==> src/rtl/sum_deserializer_if.sv <==
// Handshake bundle for sum_deserializer: serial sum side plus word side.
// master = upstream adder / downstream consumer, slave = deserializer.
interface sum_deserializer_if #(
    parameter int DATA_WIDTH = 16
);
    logic                  sum;
    logic                  cout;
    logic                  valid;
    logic                  ready;
    logic [DATA_WIDTH:0]   word;
    logic                  word_valid;
    logic                  word_ready;

    modport master (
        output sum, cout, valid, word_ready,
        input  ready, word, word_valid
    );

    modport slave (
        input  sum, cout, valid, word_ready,
        output ready, word, word_valid
    );
endinterface

==> src/rtl/sum_deserializer.sv <==
// Collects an LSB-first serial sum plus carry into a {cout, sum} word.
// Optional word counter enabled by defining SUM_DESER_CNT_EN.
module sum_deserializer #(
    parameter int DATA_WIDTH = 16,
    parameter int CNT_WIDTH  = 16
) (
    input  logic                 i_clk,
    input  logic                 i_rst_n,
    input  logic                 i_en,
    sum_deserializer_if.slave    bus
`ifdef SUM_DESER_CNT_EN
    ,
    output logic [CNT_WIDTH-1:0] o_word_count
`endif
);
    localparam int IDX_W = $clog2(DATA_WIDTH);
    localparam logic [IDX_W-1:0] LAST_IDX = IDX_W'(DATA_WIDTH - 1);

    if (DATA_WIDTH < 2 || CNT_WIDTH < 1) begin : g_bad_param
        $error("sum_deserializer: bad parameter");
    end

    typedef enum logic {
        COLLECT,
        FULL
    } state_t;

    state_t                state;
    logic [IDX_W-1:0]      idx;
    logic [DATA_WIDTH-1:0] shift;
    logic                  cout_hold;
    logic [DATA_WIDTH:0]   word_q;
    logic                  valid_q;

    logic                  bit_acc;
    logic                  word_acc;
    logic                  last_bit;
    logic                  load_now;
    logic [DATA_WIDTH:0]   done_word;

    assign bus.ready  = (state == COLLECT) & i_rst_n;
    assign bus.word   = word_q;
    assign bus.word_valid = valid_q;

    assign bit_acc   = i_en & bus.valid & bus.ready;
    assign word_acc  = i_en & valid_q & bus.word_ready;
    assign last_bit  = bit_acc & (idx == LAST_IDX);
    assign load_now  = last_bit & (~valid_q | word_acc);
    assign done_word = {bus.cout, bus.sum, shift[DATA_WIDTH-2:0]};

    // Collect bits, hand finished words to the output register or park them.
    always_ff @(posedge i_clk or negedge i_rst_n) begin
        if (!i_rst_n) begin
            state     <= COLLECT;
            idx       <= '0;
            shift     <= '0;
            cout_hold <= 1'b0;
            word_q    <= '0;
            valid_q   <= 1'b0;
        end else if (i_en) begin
            unique case (state)
                COLLECT: begin
                    if (bit_acc) begin
                        shift[idx] <= bus.sum;
                        idx        <= last_bit ? '0 : idx + 1'b1;
                    end
                    if (load_now) begin
                        word_q  <= done_word;
                        valid_q <= 1'b1;
                    end else if (last_bit) begin
                        cout_hold <= bus.cout;
                        state     <= FULL;
                    end else if (word_acc) begin
                        valid_q <= 1'b0;
                    end
                end
                FULL: begin
                    if (word_acc) begin
                        word_q <= {cout_hold, shift};
                        state  <= COLLECT;
                    end
                end
                default: state <= COLLECT;
            endcase
        end
    end

`ifdef SUM_DESER_CNT_EN
    // Count delivered words, sticking at all-ones.
    always_ff @(posedge i_clk or negedge i_rst_n) begin
        if (!i_rst_n) begin
            o_word_count <= '0;
        end else if (word_acc && (o_word_count != '1)) begin
            o_word_count <= o_word_count + 1'b1;
        end
    end
`endif
endmodule

==> src/flat_wrapper.sv <==
// flat-port wrapper written by rule: the top's interface ports become plain ports
module sum_deserializer_flat 
#(
    parameter int DATA_WIDTH = 16,
    parameter int CNT_WIDTH  = 16
)
  (i_clk, i_rst_n, i_en, bus_sum, bus_cout, bus_valid, bus_word_ready, bus_ready, bus_word, bus_word_valid);
  sum_deserializer_if #(.DATA_WIDTH(DATA_WIDTH)) bus_i ();
  input  logic i_clk;
  input  logic i_rst_n;
  input  logic i_en;
  input wire logic [$bits(bus_i.sum)-1:0] bus_sum;
  input wire logic [$bits(bus_i.cout)-1:0] bus_cout;
  input wire logic [$bits(bus_i.valid)-1:0] bus_valid;
  input wire logic [$bits(bus_i.word_ready)-1:0] bus_word_ready;
  output wire logic [$bits(bus_i.ready)-1:0] bus_ready;
  output wire logic [$bits(bus_i.word)-1:0] bus_word;
  output wire logic [$bits(bus_i.word_valid)-1:0] bus_word_valid;
  assign bus_i.sum = bus_sum;
  assign bus_i.cout = bus_cout;
  assign bus_i.valid = bus_valid;
  assign bus_i.word_ready = bus_word_ready;
  assign bus_ready = bus_i.ready;
  assign bus_word = bus_i.word;
  assign bus_word_valid = bus_i.word_valid;
  sum_deserializer #(.DATA_WIDTH(DATA_WIDTH), .CNT_WIDTH(CNT_WIDTH)) u_core (.i_clk(i_clk), .i_rst_n(i_rst_n), .i_en(i_en), .bus(bus_i));
endmodule
==> config.mk <==
export PLATFORM = sky130hd
export DESIGN_NAME = sum_deserializer_flat
export DESIGN_NICKNAME = d
export VERILOG_FILES = /design/src/rtl/sum_deserializer_if.sv /design/src/rtl/sum_deserializer.sv /design/src/flat_wrapper.sv
export SDC_FILE = /design/constraint.sdc
export NUM_CORES = 1
export LEC_CHECK = 0
export BUFFER_PORTS_ARGS = -buffer_cell sky130_fd_sc_hd__buf_2
export CORE_MARGIN = 4
export CORE_UTILIZATION = 56
export CTS_CLUSTER_DIAMETER = 30
export DETAILED_ROUTE_END_ITERATION = 12
export GPL_TIMING_DRIVEN = 0
export PLACE_DENSITY = 0.76
export SLEW_MARGIN = 15
export SYNTH_ARGS = -nofsm -noshare
export SYNTH_HDL_FRONTEND = slang
export SYNTH_SLANG_ARGS = --single-unit
==> constraint.sdc <==
create_clock -name i_clk -period 3 [get_ports i_clk]
set_clock_uncertainty 0.15 [all_clocks]
set_input_delay 0.75 -clock i_clk [delete_from_list [all_inputs] [get_ports i_clk]]
set_output_delay 0.75 -clock i_clk [all_outputs]
set_load 0.01 [all_outputs]
Word level (Yosys, flattened, before mapping). Cells that the tools add are included.

Register bits after elaboration: 40. Bits of input ports: 7. Output and inout port bits: 19. Logic and storage cells: 44.

Add/sub/neg operators: 1. $lt $le $gt $ge: 2. Equality and inequality tests: 4. Muxes and demuxes: 14. Bitwise operators: 11. Reductions and logical operators: 6.

Operator list (number): 17-bit two-way mux (2); 17-bit one-hot mux with 2 select lines (1); 16-bit bitwise mux (1); 4-bit AND reduction (2); 1-bit AND (7); 1-bit two-way mux (7); 3-bit AND reduction (2); 4-bit by 5-bit less-than comparator with 1-bit output (second input constant) (1); 4-bit by 1-bit adder with 4-bit output (second input constant) (1); 1-bit demux with 4-bit select (1); 4-bit == test (second input constant) (1); 4-bit by 1-bit >= comparator with 1-bit output (second input constant) (1); 4-bit two-way mux (1); 2-bit != test (second input constant) (2); 1-bit NOT (3); 2-bit by 1-bit != test with 1-bit output (second input constant) (1); 1-bit one-hot mux with 2 select lines (1); 2-bit nonzero test (1); 1-bit logical AND (1); 1-bit OR (1).

Logic depth before layout (Yosys ltp). Gate-level depths: netlist of run 1.

Depth after elaboration: 7. Depth in mapped cells: 5. Mapped depth without buffers: 5.

Least setup slack after synthesis of run 1. OpenSTA, ideal clock, no wires.

Path kind: input-to-reg. Start point: in i_en. End point: reg u_core.word_q[10], in the netlist u_core.bus.word[10]. Setup time: 125 ps. Arrival time: 2165 ps. Required time: 2725 ps. Slack: 560 ps. Stages: 5. Buffers on the path: 2. Path through: buf_4 nand4_4 o41ai_4 buf_8 mux2_4.

Cells in the longest elaborated chain, start to end: 6. Elaborated cells on any way between the ends: 10. Classes of those cells: eq/ne: 2; bitwise: 7; reduce/logical: 1.

RTL lines: start, declared (RTL line flat_wrapper.sv:11) `input logic i_en;`; 1-bit AND, on equally long branches (2 in a row) (RTL line sum_deserializer.sv:45, sum_deserializer.sv:46); 1-bit AND or 1-bit OR (tied branches) (RTL line sum_deserializer.sv:47, sum_deserializer.sv:48); 1-bit AND (RTL line sum_deserializer.sv:48) `assign load_now = last_bit & (~valid_q | word_acc);`; 2-bit by 1-bit != test with 1-bit output (no line); 3-bit AND reduction (no line) (*); end signal, assigned (RTL line sum_deserializer.sv:68) `word_q <= done_word;`; end signal, assigned (RTL line sum_deserializer.sv:79) `word_q <= {cout_hold, shift};`; end, declared (RTL line sum_deserializer.sv:32) `logic [DATA_WIDTH:0] word_q;`.

Every way passes the cells marked *; elsewhere a longest branch is shown, timed or not. A chain may end at the register's enable or synchronous reset.

Worst setup path in the final report of run 1.
Start point: in i_rst_n. End point: out bus_ready.

Cells in the longest elaborated chain, start to end: 1.

RTL lines: start, declared (RTL line flat_wrapper.sv:10) `input logic i_rst_n;`; 1-bit AND (RTL line sum_deserializer.sv:41) `assign bus.ready = (state == COLLECT) & i_rst_n;`; end, declared (RTL line flat_wrapper.sv:16) `output wire logic [$bits(bus_i.ready)-1:0] bus_ready;`.

Every way passes these cells.

==> impl_results.md, run 1 <==
* Worst-case vdd ir drop at 0.0003913 V
* Synth unique cells at 26
* I/O pin count at 26
* Slowest Stage Delay on Critical Path at 0.45 ns
* Synthesized instance count at approximately 130
* Core utilization of the finished layout at 0.6915
* Worst Path Arrival at 1.82 ns
* Overall via count from detail_route at 1148
* Post-synth net total at 144
* Clock transition at the registers of the reported paths at roughly 0.12 ns
* Leakage power of the design at approximately 1.1 nW
* Synth top cells by count: sky130_fd_sc_hd__dfrtp_1, sky130_fd_sc_hd__mux2_2, sky130_fd_sc_hd__nor2_1
* Delay-heaviest family, CP: buffers and inverters
* Number of global-route vias before repair at 1208
* Largest net degree at the start of global routing at between 40 and 50
* Die Outline Area at between 0.004 and 0.005 mm^2
* Cell-by-cell listing of the critical path: buf_4 -> nor2b_1 -> clkbuf_1 -> buf_2
* Core Footprint at 0.003103 mm^2
* Slew of the pin with the lowest slew margin at ~0.55 ns
* Overall fraction of global-route tracks in use at 0.1753
* Layout overhead on the synthesized area at 16.27%
* Path type of the worst min-delay path: input pin to async pin
* CTS sink count at 40
* Total grt overflow at 0
* Standard cell with the maximum stage delay on the critical path: sky130_fd_sc_hd__buf_4
* Power per cell area at ~660 mW/mm^2
* Drc violations at 0
* Maximum fanout along the worst path at 46
* Initial standard-cell utilization of the core at 0.5948
* Clock buffer count from CTS at 5
* Setup TNS at 0 ns
* Async set-reset flop share out of synthesis at 1.000
* Number of pins with negative max-slew slack in the final report at 0
* CP Capture Type: output pin
* Total met3 wirelength after detailed routing at ~140 um
* Vertical die dimension at 65.41 um
* Worst reg2reg path startpoint: u_core.idx[1]
* Number of enable flip-flop cells after synthesis at 0
* I/O Buffers at 24
* Post-route cell area at between 0.002 and 0.0025 mm^2
* Site row count at 20
* Worst Path Class, Setup: input pin to output pin
* Iter 0 DRT Violations at 63
* Routed wire length at 3254 um
* Most used DFF post-synth: sky130_fd_sc_hd__dfrtp_1
* Fraction of final layout cells with drive strength greater than 1 at 0.4611
* Final period utilization at 0.9054
* Average size of a mapped cell at between 10 and 15 um^2
* Peak Freq at approximately 370 MHz
* Most frequently used cell type in the post-synthesis netlist: sky130_fd_sc_hd__dfrtp_1
* Clk Tree Root Cell: sky130_fd_sc_hd__clkbuf_4
* Uppermost signal routing layer after detailed routing: met4
* Largest cells by area after synthesis: sky130_fd_sc_hd__dfrtp_1, sky130_fd_sc_hd__mux2_2, sky130_fd_sc_hd__mux2_4
* Setup repair after global routing missed its margin: no
* TritonCTS clock tree: yes
* Area share of the largest cell type after synthesis at 0.5424
* Cell accounting for the most synthesized area: sky130_fd_sc_hd__dfrtp_1
* Hold Worst Slack at around 0.23 ns
* Total number of yosys warnings at 0
* H-tree levels at 2
* Post-synthesis sequential area ratio at 0.5424
* Count of max-cap constraint violations at 0
* Critical Path Source Type: input pin
* Number of routed nets with antenna violations at 0
* Fillcell total at 252
* First-pass GRT wire length at roughly 5700 um
* Placed instance area at approximately 0.002 mm^2
* Number of register bits inferred by synthesis at 40
* Met2 wirelength from detailed routing at approximately 1700 um
* Worst path buffer plus inverter count at 3
* Clock network latency to the later pin of the worst-skew pair at 0.34 ns
* Final nets at between 150 and 200
* Width of the die at 65.41 um
* Worst R2R Setup Slack at just under 0.8 ns
* Length of routed wiring on met1 at roughly 1400 um
* CTS max path bufs at 2
* Endpoints failing hold at 0
* Required @ worst endpoint at between 2 and 2.5 ns
* Normalized max-slew margin at 0.6347
* Area of the mapped netlist at about 0.0018 mm^2
* Last weighted congestion value of the routability-driven placer at between 0.7 and 0.8
* R2r worst-path depth at 6
* Outcome: completed
* Detailed placement HPWL at 2277 um
* Total iterations of the first detailed-routing run at 4
* Final std cells w/o fill at around 210
* Antenna violations before repair at 0
* Number of endpoints failing setup at the final stage at 0
* Drt via density at ~5.4
* Final routed wire length divided by cell count at about 15 um
* Diodes inserted at 0
* Number of cells in the design after placement at 201
* Worst reg2reg endpoint: u_core.bus.word[8]
* Tmin final at approximately 2.7 ns
==> metal layers <==
metal | global-route usage | vias to the layer above
met5 | 0 | -
met4 | 0.05959 | 0
met3 | 0.05983 | 5
met2 | 0.2895 | 21
met1 | 0.2139 | 580
li1 | - | 542
==> cells in the final DEF (no fill, tap or decap), types with 2 or more instances in the layout <==
cell type                  Yosys  routed
sky130_fd_sc_hd__ha_1          4       4
sky130_fd_sc_hd__nor2b_1       2       2
sky130_fd_sc_hd__clkbuf_1      3       3
sky130_fd_sc_hd__o21ai_0       3       3
sky130_fd_sc_hd__dfrtp_1      40      40
sky130_fd_sc_hd__inv_1         3       3
sky130_fd_sc_hd__clkbuf_8      0       2
sky130_fd_sc_hd__mux2_2       27      27
sky130_fd_sc_hd__nand3_1       5       5
sky130_fd_sc_hd__buf_2         0      23
sky130_fd_sc_hd__nand4_1       2       2
sky130_fd_sc_hd__nor2_1       13      13
sky130_fd_sc_hd__clkbuf_4      0       5
sky130_fd_sc_hd__mux2_4       10      10
sky130_fd_sc_hd__nand4b_1      3       3
sky130_fd_sc_hd__xnor2_1       2       2
sky130_fd_sc_hd__buf_4         1       3
sky130_fd_sc_hd__nand3b_1      4       4
==> per-stage QoR <==
stage          power (mW)  worst slack [ns]
3_3_place_gp        1.015           -0.6123
4_1_cts             1.432           0.08557
6_report            1.419            0.2838
3_5_place_dp        1.040           -0.6943
5_1_grt             1.502            0.1136
2_1_floorplan      0.9434            0.5603
==> logic make-up (layout without fill, tap and decap cells) <==
group / Yosys count / after routing / synth area share
and+or+nand+nor: 36 / 36 / 0.1200
buffers and inverters: 8 / 42 / 0.02441
AOI/OAI and AO/OA: 6 / 6 / 0.03051
xor gates and xnor gates: 2 / 2 / 0.009493
adders and majority gates: 4 / 4 / 0.02712
DFF: 40 / 40 / 0.5424
muxes: 37 / 37 / 0.2461
==> power breakdown <==
group	switching [mW]	leakage [nW]	total [mW]	internal, mW
Clock	0.172	0.0515	0.393	0.221
Combinational	0.136	0.476	0.284	0.148
Sequential	0.0874	0.541	0.742	0.655
Total	0.395	1.07	1.42	1.02
==> worst register-to-register path, delay by kind of cell (launching register included) <==
kind,cells,cell delay (ns)
mux,1,0.32
fa+ha+maj,1,0.23
simple gates,1,0.28
flops,1,0.42
compound gates,1,0.37
buf+inv,2,0.38
==> state kept, by name (all words and copies together) (netlist names) <==
signal,cells
u_core.cout_hold,1
u_core.shift,16
u_core.state,1
u_core.bus.word_valid,1
u_core.bus.word,17
u_core.idx,4
==> how the worst max path moves through the flow <==
stage,start,end,slack (ns),cells past startpoint
3_3_place_gp,i_rst_n,u_core.bus.word[11],-0.61,5
3_5_place_dp,i_rst_n,u_core.bus.word[8],-0.69,5
2_1_floorplan,i_en,u_core.bus.word[10],0.56,5
6_report,i_rst_n,bus_ready,0.28,4
5_1_grt,i_rst_n,bus_ready,0.11,4
4_1_cts,i_rst_n,u_core.bus.word[8],0.09,5
==> final cells by class <==
type	instances	area (um^2)	area share
multi-input combinational	85	799.5	0.3726
inverter	3	11.26	0.005248
tap	44	55.05	0.02566
buffer	5	33.78	0.01574
timing repair buffer	26	150.1	0.06997
sequential	40	1001	0.4665
clock buffer	7	65.06	0.03032
clock inverter	1	30.03	0.01399
==> repair_timing <==
item | in CTS | in global routing
gates resized for setup | 1 | 0
setup buffers | 0 | 2
hold buffers | 0 | 0
pin swaps | 0 | 1
endpoints found under the setup margin | 18 | 10
(Power assumes the default switching activity.)
==> run 2, diff against run 1 <==
--- a/config.mk
+++ b/config.mk
@@ -7,11 +7,11 @@
 export LEC_CHECK = 0
 export BUFFER_PORTS_ARGS = -buffer_cell sky130_fd_sc_hd__buf_2
 export CORE_MARGIN = 4
-export CORE_UTILIZATION = 56
+export CORE_UTILIZATION = 25
 export CTS_CLUSTER_DIAMETER = 30
 export DETAILED_ROUTE_END_ITERATION = 12
 export GPL_TIMING_DRIVEN = 0
-export PLACE_DENSITY = 0.76
+export PLACE_DENSITY = 0.39
 export SLEW_MARGIN = 15
 export SYNTH_ARGS = -nofsm -noshare
 export SYNTH_HDL_FRONTEND = slang
==> run 2 against run 1 <==
Compared with the run above:
- final cell count is 26% higher
- total power down 0.93%
- via count shrank 2.3%
- sequential share of layout area decreased by 1.4 points
- global-route usage decreased by 8.7 points
- hold slack improved by 0.079 ns
- clock-buffer cell count unchanged
- core utilization decreased by 39 points
- first-iteration DRC count fell by 59%
- clock power fell by 3%
- final area increased by 3.0%
- largest power group unchanged
==> impl_results.md, run 2 (synthesized netlist as in run 1, its figures left out) <==
* Flip-flop count of the largest register, all copies and words added at 17 (unchanged)
* Last weighted congestion value of the routability-driven placer at 0.7540 (-0.96%)
* First-pass GRT wire length at 5934 um (+4.3%)
* Drt via density at 4.218 (-22%)
* Required @ worst endpoint at 2.10 ns (about the same)
* Maximum fanout along the worst path at 46 (unchanged)
* Commonest non-fill, non-tap cells in the layout: sky130_fd_sc_hd__dfrtp_1, sky130_fd_sc_hd__mux2_2, sky130_fd_sc_hd__buf_2
* Drc violations at 0 (unchanged)
* Setup repair after global routing missed its margin: no
* Hold-fix buffer count after cts at 0 (unchanged)
* Register share of total power at 0.529 (+0.006)
* Core Footprint at 0.007214 mm^2 (+130%)
* Slew of the pin with the lowest slew margin at 0.5716 ns (+0.02358 ns)
* Clock transition at the registers of the reported paths at 0.07 ns (-0.05 ns)
* Number of pins with negative max-slew slack in the final report at 0 (unchanged)
* Portion of total power attributed to the clock network at 0.270 (-0.007)
* Final std cells w/o fill at 266 (+26%)
* Iter 0 DRT Violations at 26 (-59%)
* Outcome: completed
* Width of the die at 93.92 um (+44%)
* Number of endpoints failing setup at the final stage at 0 (unchanged)
* Portion of total power attributed to combinational logic at 0.201 (about the same)
* Final nets at 178 (+0.56%)
* Number of routed nets with antenna violations at 0 (unchanged)
* Total power at 1.406 mW (-0.93%)
* CTS sink count at 40 (unchanged)
* Vertical die dimension at 93.92 um (+44%)
* Slowest Stage Delay on Critical Path at 0.46 ns (about the same)
* Leading cell type in the layout, fill and taps excluded: sky130_fd_sc_hd__dfrtp_1
* Site row count at 31 (+55%)
* CTS max path bufs at 2 (unchanged)
* Fraction of final layout cells with drive strength greater than 1 at 0.4611 (unchanged)
* Final routed wire length divided by cell count at 13.22 um (-14%)
* Design internal power at 1.009 mW (-1.5%)
* Critical Path Source Type: input pin
* Antenna violations before repair at 0 (unchanged)
* Normalized max-slew margin at 0.6189 (-0.01572)
* Total iterations of the first detailed-routing run at 4 (unchanged)
* Diodes inserted at 0 (unchanged)
* Core utilization of the finished layout at 0.3065 (-0.3851)
* Worst-case vdd ir drop at 0.0002047 V (-48%)
* Worst Path Arrival at 1.86 ns (+0.04 ns)
* Tmin final at 2.763 ns (+0.04712 ns)
* Standard cell with the maximum stage delay on the critical path: sky130_fd_sc_hd__buf_4
* I/O Buffers at 24 (unchanged)
* Total grt overflow at 0 (unchanged)
* Initial standard-cell utilization of the core at 0.2558 (-0.3389)
* Peak Freq at 361.9 MHz (-1.7%)
* Overall fraction of global-route tracks in use at 0.08842 (-0.08686)
* TritonCTS clock tree: yes
* Power per cell area at 636.1 mW/mm^2 (-3.8%)
* Overall via count from detail_route at 1122 (-2.3%)
* Path type of the worst min-delay path: input pin to async pin
* Clk Tree Root Cell: sky130_fd_sc_hd__clkbuf_8
* CP Capture Type: output pin
* Routed wire length at 3516 um (+8.1%)
* Count of max-cap constraint violations at 0 (unchanged)
* Clock network latency to the later pin of the worst-skew pair at 0.29 ns (-0.05 ns)
* Switching power summed over all nets at 0.3969 mW (+0.44%)
* Die Outline Area at 0.008821 mm^2 (+110%)
* R2r worst-path depth at 6 (unchanged)
* Endpoints failing hold at 0 (unchanged)
* Largest net degree at the start of global routing at 47 (unchanged)
* Number of cells in the design after placement at 256 (+27%)
* Detailed placement HPWL at 2458 um (+7.9%)
* Leakage power of the design at 1.071 nW (+0.15%)
* Sw Share at 0.2822 (+0.003854)
* Final period utilization at 0.9211 (+0.01571)
* H-tree levels at 2 (unchanged)
* Number of global-route vias before repair at 1150 (-4.8%)
* Layout overhead on the synthesized area at 19.80%
* Cell-by-cell listing of the critical path: buf_4 -> nor2b_1 -> clkbuf_1 -> buf_2
* I/O pin count at 26 (unchanged)
* Worst Path Class, Setup: input pin to output pin
* Clock buffer count from CTS at 5 (unchanged)
[run 2: cell count changes in the layout (fill, tap and decap cells not counted), sizes merged]
cell / change
bufinv: -1
buf: +1
[run 2: layout make-up]
cell class,count,area [um^2]
buffer,5,33.78
tap,99,123.9
timing repair buffer,27,145.1
sequential,40,1001
fill,758,5004
inverter,3,11.26
clock buffer,7,96.34
multi-input combinational,85,799.5
[run 2: power by group through the flow]
stage	registers (mW)	logic, mW	clock network, mW
CTS	0.745	0.289	0.402
global placement	0.749	0.282	0
finish	0.744	0.283	0.380
floorplan	0.735	0.208	0
detailed placement	0.757	0.286	0
global route	0.764	0.318	0.426
[run 2: final timing paths]
kind | from | end | slack (ns)
worst min-delay path | i_rst_n | u_core.state | 0.31
worst max-delay path | i_rst_n | bus_ready | 0.24
max in group asynchronous | i_rst_n | u_core.shift[10] | 2.01
min in group i_clk | u_core.cout_hold | u_core.cout_hold | 0.36
worst min register to register | u_core.cout_hold | u_core.cout_hold | 0.36
worst max register to register | u_core.idx[1] | u_core.bus.word[15] | 0.78
[run 2: timing repair]
item                       in CTS  in global routing
resized for setup               1                  0
hold endpoints to repair        0                  0
buffers inserted                3                  0
setup endpoints to repair      18                  0
[run 2: worst max-delay path, delay by kind of cell]
family	cells	cell delay (ns)
buffers and inverters	3	0.90
and+or+nand+nor	1	0.20
[run 2: per-stage QoR]
step / setup slack, ns / instance area (um^2) / hold slack [ns] / setup TNS, ns
global placement: -0.7336 / 2090 / 0.3322 / -11.64
global route: 0.003244 / 2211 / 0.3423 / 0
floorplan: 0.5603 / 1846 / 0.3044 / 0
finish: 0.2367 / 2211 / 0.3118 / 0
CTS: 0.1863 / 2211 / 0.3172 / 0
detailed placement: -0.7874 / 2090 / 0.3415 / -12.54
[run 2: metal layers]
metal / GRT usage / routed length [um]
met5: 0 / 0
met4: 0.02888 / 51
met3: 0.03766 / 189
met2: 0.1366 / 1604
met1: 0.1111 / 1670
